--- src/rtl/uart_cmd_assembler_pkg.sv ---
// Shared types for the UART command assembler: FSM state enum and the
// encodings shown on the state_dbg LEDs.
package uart_cmd_pkg;

  localparam logic [3:0] STATE_DBG_OPERAND = 4'd0;
  localparam logic [3:0] STATE_DBG_CMD     = 4'd1;
  localparam logic [3:0] STATE_DBG_PRESENT = 4'd2;

  typedef enum logic [3:0] {
    S_OPERAND = STATE_DBG_OPERAND,
    S_CMD     = STATE_DBG_CMD,
    S_PRESENT = STATE_DBG_PRESENT
  } state_e;

endpackage

--- src/rtl/uart_cmd_assembler_timeout.sv ---
// Inter-byte idle counter: counts enabled cycles since the last clear and
// flags when the count sits at LIMIT-1.
module byte_timeout_counter #(
  parameter int LIMIT = 16
) (
  input  logic clk,
  input  logic reset,
  input  logic clear,
  input  logic enable,
  output logic expired
);

  localparam int CNT_W = $clog2(LIMIT);

  if (LIMIT < 2) begin : g_bad_limit
    $error("byte_timeout_counter: LIMIT must be at least 2");
  end

  logic [CNT_W-1:0] count_q;
  logic [CNT_W-1:0] count_d;

  // Clear wins over enable so an accepted byte always restarts the window
  always_comb begin
    count_d = count_q;
    if (clear) begin
      count_d = '0;
    end else if (enable) begin
      count_d = count_q + CNT_W'(1);
    end
  end

  // Count register, cleared asynchronously by the active-low reset
  always_ff @(posedge clk or negedge reset) begin
    if (!reset) begin
      count_q <= '0;
    end else begin
      count_q <= count_d;
    end
  end

  assign expired = (count_q == CNT_W'(LIMIT - 1));

endmodule

--- src/rtl/uart_cmd_assembler.sv ---
// Collects UART bytes into a frame of little-endian operands plus a command
// byte, presents the frame with a valid/ready handshake, and flags dropped
// bytes and stalled partial frames.
module uart_cmd_assembler
  import uart_cmd_pkg::*;
#(
  parameter int N_OPERANDS    = 2,
  parameter int OPERAND_BYTES = 2,
  parameter int BYTE_TIMEOUT  = 1000000,
  parameter int DATA_W        = 8 * OPERAND_BYTES
) (
  input  logic                                clk,
  input  logic                                reset,
  input  logic                                rx_ready,
  input  logic [7:0]                          rx_data,
  input  logic                                frame_ready,
  input  logic [$clog2(N_OPERANDS+1)-1:0]     data_sel,
  output logic                                frame_valid,
  output logic [N_OPERANDS*DATA_W-1:0]        operands,
  output logic [7:0]                          cmd,
  output logic [DATA_W-1:0]                   data_out,
  output logic                                timeout_err,
  output logic                                overrun_err,
  output logic [3:0]                          state_dbg
);

  localparam int SEL_W   = $clog2(N_OPERANDS + 1);
  localparam int OP_W    = (N_OPERANDS > 1) ? $clog2(N_OPERANDS) : 1;
  localparam int BYTE_W  = (OPERAND_BYTES > 1) ? $clog2(OPERAND_BYTES) : 1;
  localparam int N_SLOTS = N_OPERANDS * OPERAND_BYTES;
  localparam logic [OP_W-1:0]   LAST_OP   = OP_W'(N_OPERANDS - 1);
  localparam logic [BYTE_W-1:0] LAST_BYTE = BYTE_W'(OPERAND_BYTES - 1);

  if (N_OPERANDS < 1 || N_OPERANDS > 8) begin : g_bad_operands
    $error("uart_cmd_assembler: N_OPERANDS must be 1..8");
  end
  if (OPERAND_BYTES < 1 || OPERAND_BYTES > 4) begin : g_bad_bytes
    $error("uart_cmd_assembler: OPERAND_BYTES must be 1..4");
  end
  if (BYTE_TIMEOUT < 2) begin : g_bad_timeout
    $error("uart_cmd_assembler: BYTE_TIMEOUT must be at least 2");
  end

  state_e                       state_q, state_d;
  logic [OP_W-1:0]              op_idx_q, op_idx_d;
  logic [BYTE_W-1:0]            byte_idx_q, byte_idx_d;
  logic [N_OPERANDS*DATA_W-1:0] work_q, work_d;
  logic [N_OPERANDS*DATA_W-1:0] operands_q, operands_d;
  logic [7:0]                   cmd_q, cmd_d;
  logic                         frame_valid_q, frame_valid_d;
  logic                         timeout_err_q, timeout_err_d;
  logic                         overrun_err_q, overrun_err_d;

  logic started;
  logic tmo_enable;
  logic tmo_clear;
  logic tmo_expired;

  // The idle window only runs once a frame is under way; it restarts on every
  // strobe and after it fires so an abort leaves it at zero
  always_comb begin
    started    = (op_idx_q != '0) || (byte_idx_q != '0);
    tmo_enable = (state_q == S_CMD) || ((state_q == S_OPERAND) && started);
    tmo_clear  = rx_ready || !tmo_enable || tmo_expired;
  end

  byte_timeout_counter #(
    .LIMIT(BYTE_TIMEOUT)
  ) u_timeout (
    .clk    (clk),
    .reset  (reset),
    .clear  (tmo_clear),
    .enable (tmo_enable),
    .expired(tmo_expired)
  );

  // Next-state logic for frame collection, command capture and presentation
  always_comb begin
    state_d       = state_q;
    op_idx_d      = op_idx_q;
    byte_idx_d    = byte_idx_q;
    work_d        = work_q;
    operands_d    = operands_q;
    cmd_d         = cmd_q;
    frame_valid_d = frame_valid_q;
    timeout_err_d = 1'b0;
    overrun_err_d = 1'b0;

    case (state_q)
      S_OPERAND: begin
        if (rx_ready) begin
          for (int s = 0; s < N_SLOTS; s++) begin
            if (op_idx_q == OP_W'(s / OPERAND_BYTES) &&
                byte_idx_q == BYTE_W'(s % OPERAND_BYTES)) begin
              work_d[s*8 +: 8] = rx_data;
            end
          end
          if (byte_idx_q == LAST_BYTE) begin
            byte_idx_d = '0;
            if (op_idx_q == LAST_OP) begin
              op_idx_d = '0;
              state_d  = S_CMD;
            end else begin
              op_idx_d = op_idx_q + OP_W'(1);
            end
          end else begin
            byte_idx_d = byte_idx_q + BYTE_W'(1);
          end
        end
      end
      S_CMD: begin
        if (rx_ready) begin
          operands_d    = work_q;
          cmd_d         = rx_data;
          frame_valid_d = 1'b1;
          state_d       = S_PRESENT;
        end
      end
      S_PRESENT: begin
        if (rx_ready) begin
          overrun_err_d = 1'b1;
        end
        if (frame_ready) begin
          frame_valid_d = 1'b0;
          op_idx_d      = '0;
          byte_idx_d    = '0;
          state_d       = S_OPERAND;
        end
      end
      default: begin
        state_d = S_OPERAND;
      end
    endcase

    if ((state_q == S_OPERAND || state_q == S_CMD) && tmo_expired && !rx_ready) begin
      state_d       = S_OPERAND;
      op_idx_d      = '0;
      byte_idx_d    = '0;
      timeout_err_d = 1'b1;
    end
  end

  // State and registered outputs; reset discards any partial or held frame
  always_ff @(posedge clk or negedge reset) begin
    if (!reset) begin
      state_q       <= S_OPERAND;
      op_idx_q      <= '0;
      byte_idx_q    <= '0;
      work_q        <= '0;
      operands_q    <= '0;
      cmd_q         <= '0;
      frame_valid_q <= 1'b0;
      timeout_err_q <= 1'b0;
      overrun_err_q <= 1'b0;
    end else begin
      state_q       <= state_d;
      op_idx_q      <= op_idx_d;
      byte_idx_q    <= byte_idx_d;
      work_q        <= work_d;
      operands_q    <= operands_d;
      cmd_q         <= cmd_d;
      frame_valid_q <= frame_valid_d;
      timeout_err_q <= timeout_err_d;
      overrun_err_q <= overrun_err_d;
    end
  end

  // Readback mux; the command sits above the last operand, anything else
  // falls back to operand 0
  always_comb begin
    data_out = operands_q[DATA_W-1:0];
    for (int i = 0; i < N_OPERANDS; i++) begin
      if (data_sel == SEL_W'(i)) begin
        data_out = operands_q[i*DATA_W +: DATA_W];
      end
    end
    if (data_sel == SEL_W'(N_OPERANDS)) begin
      data_out = DATA_W'(cmd_q);
    end
  end

  assign frame_valid = frame_valid_q;
  assign operands    = operands_q;
  assign cmd         = cmd_q;
  assign timeout_err = timeout_err_q;
  assign overrun_err = overrun_err_q;
  assign state_dbg   = state_q;

endmodule

--- config.mk ---
export PLATFORM = sky130hd
export DESIGN_NAME = uart_cmd_assembler
export DESIGN_NICKNAME = d
export VERILOG_FILES = /design/src/rtl/uart_cmd_assembler_pkg.sv /design/src/rtl/uart_cmd_assembler_timeout.sv /design/src/rtl/uart_cmd_assembler.sv
export SDC_FILE = /design/constraint.sdc
export NUM_CORES = 1
export LEC_CHECK = 0
export CAP_MARGIN = 20
export CORE_MARGIN = 5
export CORE_UTILIZATION = 40
export DETAILED_ROUTE_END_ITERATION = 8
export HOLD_SLACK_MARGIN = 0.12
export MAX_ROUTING_LAYER = met4
export PLACE_DENSITY = 0.62
export SYNTH_ARGS = -nofsm -noshare
export SYNTH_HDL_FRONTEND = slang
export SYNTH_HIERARCHICAL = 1
export SYNTH_SLANG_ARGS = --single-unit
--- constraint.sdc ---
create_clock -name clk -period 4.5 [get_ports clk]
set_clock_uncertainty 0.05 [all_clocks]
set_input_delay 0.9 -clock clk [delete_from_list [all_inputs] [get_ports clk]]
set_output_delay 0.9 -clock clk [all_outputs]
set_load 0.1 [all_outputs]
### Word level (Yosys, flattened, before mapping)

Cells that the tools add are included.

| operators by class | value |
|---|---|
| add/sub/neg operators | 3 |
| equality and inequality tests | 12 |
| muxes and demuxes | 26 |
| bitwise gates (word level) | 2 |
| reduce and logical (&&, ||, !) cells | 27 |

Operator list:

| cell | number |
|---|---|
| $mux W20 | 2 |
| $mux W16 | 2 |
| $mux W4 | 6 |
| $add A20 B1 Y20 const B | 1 |
| $eq A20 B20 Y1 const B | 1 |
| $reduce_and A3 Y1 | 6 |
| $mux W1 | 12 |
| $ne A3 B2 Y1 const B | 4 |
| $pmux W4 S3 | 1 |
| $logic_and A1 B1 Y1 | 7 |
| $pmux W1 S2 | 3 |
| $logic_or A1 B1 Y1 | 5 |
| $reduce_and A5 Y1 | 1 |
| $eq A4 B1 Y1 const B | 1 |
| $eq A4 B2 Y1 const B | 1 |
| $logic_not A4 Y1 | 1 |
| $ne A2 B2 Y1 const B | 2 |
| $reduce_and A4 Y1 | 1 |
| $reduce_bool A2 Y1 | 2 |
| $ne A3 B3 Y1 const B | 1 |
| $reduce_bool A3 Y1 | 1 |
| $add A1 B1 Y1 const B | 2 |
| $eq A2 B1 Y1 const B | 1 |
| $eq A2 B2 Y1 const B | 1 |
| other kinds (3) | 5 |

| word-level totals | value |
|---|---|
| flip-flop bits (word level) | 101 |
| input port bits | 14 |
| output and inout bits | 63 |
| logic and storage cells | 83 |

### Longest topological paths before layout

| logic depth | value |
|---|---|
| depth in word-level cells | 7 |
| gate-level depth with buffers | 10 |
| depth with buffers taken out | 9 |

### Cells and area by module

Netlist, hierarchy kept.

By module, submodules not included:

| module | times used | cells an instance | area an instance (µm²) | sequential area each (µm²) |
|---|---|---|---|---|
| uart_cmd_assembler | 1 | 249 | 3647.2 | 1976.9 |
| byte_timeout_counter | 1 | 108 | 1043.5 | 500.5 |

### Least setup slack after synthesis

Ideal clock, no wire load.

| timing | value |
|---|---|
| kind | input to output |
| from | in data_sel[1] |
| to | out data_out[1] |
| data arrival time | 3.070 ns |
| data required time | 3.550 ns |
| setup slack | 0.480 ns |
| cell stages on the path | 5 |
| path buffers | 3 |
| path through | buf_2 > buf_2 > buf_4 > mux2i_1 > a21oi_1 |

| between the ends | value |
|---|---|
| word-level cells in the longest chain between the ends | 3 |
| elaborated cells on any way between the ends | 4 |
| those cells by class | 2 x eq/ne; 2 x mux |

RTL lines:

| item | line | source |
|---|---|---|
| start, declared | uart_cmd_assembler.sv:17 | `input logic [$clog2(N_OPERANDS+1)-1:0] data_sel,` |
| $eq A2 B1 Y1 | uart_cmd_assembler.sv:173 | `if (data_sel == SEL_W'(i)) begin` |
| $mux W16 | uart_cmd_assembler.sv:173 |  |
| $mux W16 (*) | uart_cmd_assembler.sv:177 | `if (data_sel == SEL_W'(N_OPERANDS)) begin` |
| end, declared | uart_cmd_assembler.sv:21 | `output logic [DATA_W-1:0] data_out,` |

Mark *: on every way between the ends. The rest lies on a longest branch, timed or not.

### Worst setup path after layout

| timing | value |
|---|---|
| from | reg u_timeout.count_q[8] |
| to | reg u_timeout.count_q[17] |

| between the ends | value |
|---|---|
| word-level cells in the longest chain between the ends | 3 |
| elaborated cells on any way between the ends | 6 |
| those cells by class | 1 x add/sub; 1 x eq/ne; 2 x mux; 2 x reduce/logical |

RTL lines:

| item | line | source |
|---|---|---|
| start, declared | uart_cmd_assembler_timeout.sv:19 | `logic [CNT_W-1:0] count_q;` |
| start signal, assigned | uart_cmd_assembler_timeout.sv:37 | `count_q <= count_d;` |
| $eq A20 B20 Y1 (*) | uart_cmd_assembler_timeout.sv:41 | `assign expired = (count_q == CNT_W'(LIMIT - 1));` |
| named net tmo_expired | uart_cmd_assembler.sv:57 | `logic tmo_expired;` |
| $logic_or A1 B1 Y1 (*) | uart_cmd_assembler.sv:64 | `tmo_clear = rx_ready \|\| !tmo_enable \|\| tmo_expired;` |
| named net tmo_clear | uart_cmd_assembler.sv:56 | `logic tmo_clear;` |
| $mux W20 / $reduce_bool A2 Y1 (equally long branches) | n/a |  |

The timed path passes the listed nets; every way through them passes the cells marked *. The select of a mux whose other input is x is not followed.
A chain may end at the register's enable or synchronous reset.

==> run_summary.xml <==
<?xml version="1.0" encoding="UTF-8"?>
<metrics>
  <group name="timing">
    <metric name="worst_slew_margin_rel" unit="%">34.3</metric>
    <metric name="final_setup_vio_count" unit="">0</metric>
    <metric name="worst_pin_slew" unit="ps">982</metric>
    <metric name="fin_tns_setup" unit="ps">0</metric>
    <metric name="min_period_over_period" unit="%">77.6</metric>
    <metric name="fmax" unit="MHz">286</metric>
    <metric name="final_critical_path_required_period" unit="ps">3490</metric>
    <metric name="finalHoldWorstSlack" unit="ps">337</metric>
    <metric name="finalHoldViolCount" unit="">0</metric>
    <metric name="setup_repair_after_global_routing_missed_its_margin" unit="">no</metric>
    <metric name="drv_slew" unit="">0</metric>
  </group>
  <group name="floorplan">
    <metric name="die_height" unit="um">118</metric>
    <metric name="initial_core_util" unit="%">40.9</metric>
    <metric name="boundaryPins" unit="">77</metric>
    <metric name="total_die_area" unit="mm^2">0.0140</metric>
    <metric name="core-area" unit="mm^2">0.0115</metric>
    <metric name="die_w" unit="um">118</metric>
    <metric name="placementRows" unit="">39</metric>
  </group>
  <group name="yosys">
    <metric name="yosysWarningCount" unit="">6</metric>
    <metric name="synth_top_cells_by_area" unit="">dfrtp_1, mux2_4, mux2_2</metric>
    <metric name="yosys_register_bits" unit="">99</metric>
    <metric name="synth.avg_cell_area" unit="um^2">13.1</metric>
    <metric name="synth_sequential_area_ratio" unit="%">52.8</metric>
    <metric name="netlist_area" unit="mm^2">0.00469</metric>
    <metric name="synthFlopType" unit="">dfrtp_1</metric>
    <metric name="number_of_instances_in_the_synthesized_netlist" unit="">357</metric>
    <metric name="synth_top_cells_by_count" unit="">dfrtp_1, mux2_4, mux2_2</metric>
    <metric name="netlist.top_cell.by_area" unit="">dfrtp_1</metric>
    <metric name="synth.most_common_cell" unit="">dfrtp_1</metric>
    <metric name="synth_cell_types" unit="">47</metric>
    <metric name="number_of_enable_flip_flop_cells_after_synthesis" unit="">0</metric>
    <metric name="synth-async-reset-ratio" unit="%">100</metric>
    <metric name="synthDominantCellAreaShare" unit="%">52.8</metric>
  </group>
  <group name="worst_setup_path">
    <metric name="timing.critical_path.cells" unit="">or4_1, nor4_1, nor4b_1, nor2_1, nand2_1, o21ai_1, or4_1, or4b_1, a21oi_1</metric>
    <metric name="worstReg2RegEnd" unit="">u_timeout/count_q[17]$_DFFE_PN0P_</metric>
    <metric name="worst-path-stages" unit="">9</metric>
    <metric name="cp_slowest_stage_delay" unit="ps">630</metric>
    <metric name="critical_path_most_common_cell" unit="">or4_1</metric>
    <metric name="worst_setup_path_start_kind" unit="">flip-flop</metric>
    <metric name="timing_worst_setup_path_type" unit="">reg -&gt; reg</metric>
    <metric name="cp.buffers_inverters" unit="">0</metric>
    <metric name="cp-endpoint" unit="">u_timeout/count_q[17]$_DFFE_PN0P_</metric>
    <metric name="r2r_slack" unit="ps">1010</metric>
    <metric name="cp.arrival" unit="ps">3700</metric>
    <metric name="critPathSlowestCell" unit="">or4_1</metric>
    <metric name="crit_path_start" unit="">u_timeout/count_q[8]$_DFFE_PN0P_</metric>
    <metric name="critPathRequiredTime" unit="ps">4710</metric>
    <metric name="worst_reg2reg_path_depth" unit="">9</metric>
    <metric name="timing.critical_path.max_delay_family" unit="">simple AND/OR/NAND/NOR gates</metric>
    <metric name="r2r_start" unit="">u_timeout/count_q[8]$_DFFE_PN0P_</metric>
    <metric name="critical_path_peak_fanout" unit="">7</metric>
    <metric name="critical_path.endpoint_type" unit="">flip-flop</metric>
  </group>
  <group name="clock_tree">
    <metric name="numCtsBuffers" unit="">9</metric>
    <metric name="cts_tree" unit="">yes</metric>
    <metric name="clk_path_buf_depth" unit="">2</metric>
    <metric name="insertion_delay_to_the_later_sink_of_the_worst_skew_pair" unit="ps">330</metric>
    <metric name="clk_pin_slew_worst_paths" unit="ps">70</metric>
    <metric name="clock_tree.htree_level_count" unit="">3</metric>
    <metric name="post-cts-setup-buffer-count" unit="">0</metric>
    <metric name="ctsResizeCount" unit="">0</metric>
    <metric name="clock-sinks" unit="">99</metric>
    <metric name="holdBufCountCts" unit="">0</metric>
    <metric name="clockRootBuffer" unit="">clkbuf_16</metric>
  </group>
  <group name="routing">
    <metric name="avgRoutedWirePerCell" unit="um">16.6</metric>
    <metric name="routed_wirelength" unit="mm">9.60</metric>
    <metric name="drc" unit="">0</metric>
    <metric name="vias" unit="">3024</metric>
    <metric name="drt-vias-per-instance" unit="">5.24</metric>
    <metric name="drt_pre_antenna_iters" unit="">4</metric>
    <metric name="detailedRoute.firstIterationViolations" unit="">117</metric>
    <metric name="antenna_violating_nets_post_route" unit="">0</metric>
  </group>
  <group name="placement">
    <metric name="numPlacedInstances" unit="">561</metric>
    <metric name="post_dp_cell_area" unit="mm^2">0.00569</metric>
    <metric name="io_buffer_count" unit="">74</metric>
    <metric name="finalWeightedCongestion" unit="">0.807</metric>
    <metric name="post-dp-hpwl" unit="mm">6.73</metric>
  </group>
  <group name="grt">
    <metric name="grt-ovfl-total" unit="">0</metric>
    <metric name="global_route_wire_length_before_repair" unit="mm">16.4</metric>
    <metric name="antenna_found_initial" unit="">0</metric>
    <metric name="first_global_vias" unit="">3129</metric>
    <metric name="gr-usage-all-layers" unit="%">14.5</metric>
    <metric name="grt_start_max_net_pins" unit="">84</metric>
  </group>
  <group name="layout">
    <metric name="area_growth" unit="%">28.7</metric>
    <metric name="final_layout_size_suffix_gt1_share" unit="%">27.9</metric>
    <metric name="final_cell_area" unit="mm^2">0.00604</metric>
    <metric name="fin_nets" unit="">445</metric>
    <metric name="diodes" unit="">0</metric>
    <metric name="finalNonFillerCells" unit="">577</metric>
  </group>
  <group name="status">
    <metric name="status" unit="">finished clean</metric>
  </group>
  <group name="job">
    <metric name="max-cap-violations" unit="">0</metric>
  </group>
  <group name="hold_path">
    <metric name="holdCritPathClass" unit="">in -&gt; async</metric>
  </group>
</metrics>
worst min path at each step:
| stage | start | to | slack [ps] |
|---|---|---|---|
| after floorplan | work_q[24]$_DFFE_PN0P_ | work_q[24]$_DFFE_PN0P_ | 410 |
| after global placement | work_q[25]$_DFFE_PN0P_ | work_q[25]$_DFFE_PN0P_ | 420 |
| after detailed placement | work_q[24]$_DFFE_PN0P_ | work_q[24]$_DFFE_PN0P_ | 430 |
| after CTS | work_q[24]$_DFFE_PN0P_ | work_q[24]$_DFFE_PN0P_ | 450 |
| after global routing | reset | operands[17]$_DFFE_PN0P_ | 320 |
| final | reset | cmd[6]$_DFFE_PN0P_ | 340 |
per-layer routing:
metal  GRT usage (%)  routed length [um]  vias up
li1                -                   -     1434
met1            19.5                4560     1523
met2            21.9                4490       62
met3            4.35                 474        5
met4            2.87                  74        0
met5               -                   0        -
stage by stage:
stage	utilization [%]	setup slack (ps)
floorplan	-	480
global placement	49.7	1020
detailed placement	49.7	1000
CTS	52.4	1000
global route	52.6	751
finish	52.6	1010
state kept, by name, indices dropped and copies added, names as in the netlist, 2 cells and up:
name / count
operands: 32
work_q: 32
u_timeout/count_q: 20
state_dbg: 2
cmd: 8
layout by cell type (no fill, tap or decap), types with 9 or more instances in the layout:
master           count
dfrtp_1             99
clkdlybuf4s50_1     57
mux2_4              39
mux2_2              33
nor2_1              19
a21oi_1             17
buf_12              16
a22o_1               9
mux2i_1              9
nand2_1              9
mux2_1               9
clkbuf_16            9
logic make-up after synthesis:
| group | after synthesis | synth area share [%] |
|---|---|---|
| DFF | 99 | 52.8 |
| muxes | 90 | 24.5 |
| other | 1 | 0.0799 |
| AOI/OAI and AO/OA | 47 | 6.51 |
| adders and majority gates | 1 | 0.267 |
| and+or+nand+nor | 81 | 10.3 |
| buffers and inverters | 25 | 3.09 |
| xor gates and xnor gates | 13 | 2.43 |
layout make-up:
class | instances | area (um^2)
Inverter | 4 | 15.0
Timing Repair Buffer | 82 | 978
Multi-Input combinational cell | 234 | 2070
Tap cell | 143 | 179
Clock buffer | 9 | 225
Clock inverter | 6 | 90.1
Sequential cell | 99 | 2480
Fill cell | 975 | 5430
Power is not shown: default switching activity piles up to over one toggle a cycle in this logic, so the estimate is an artifact.
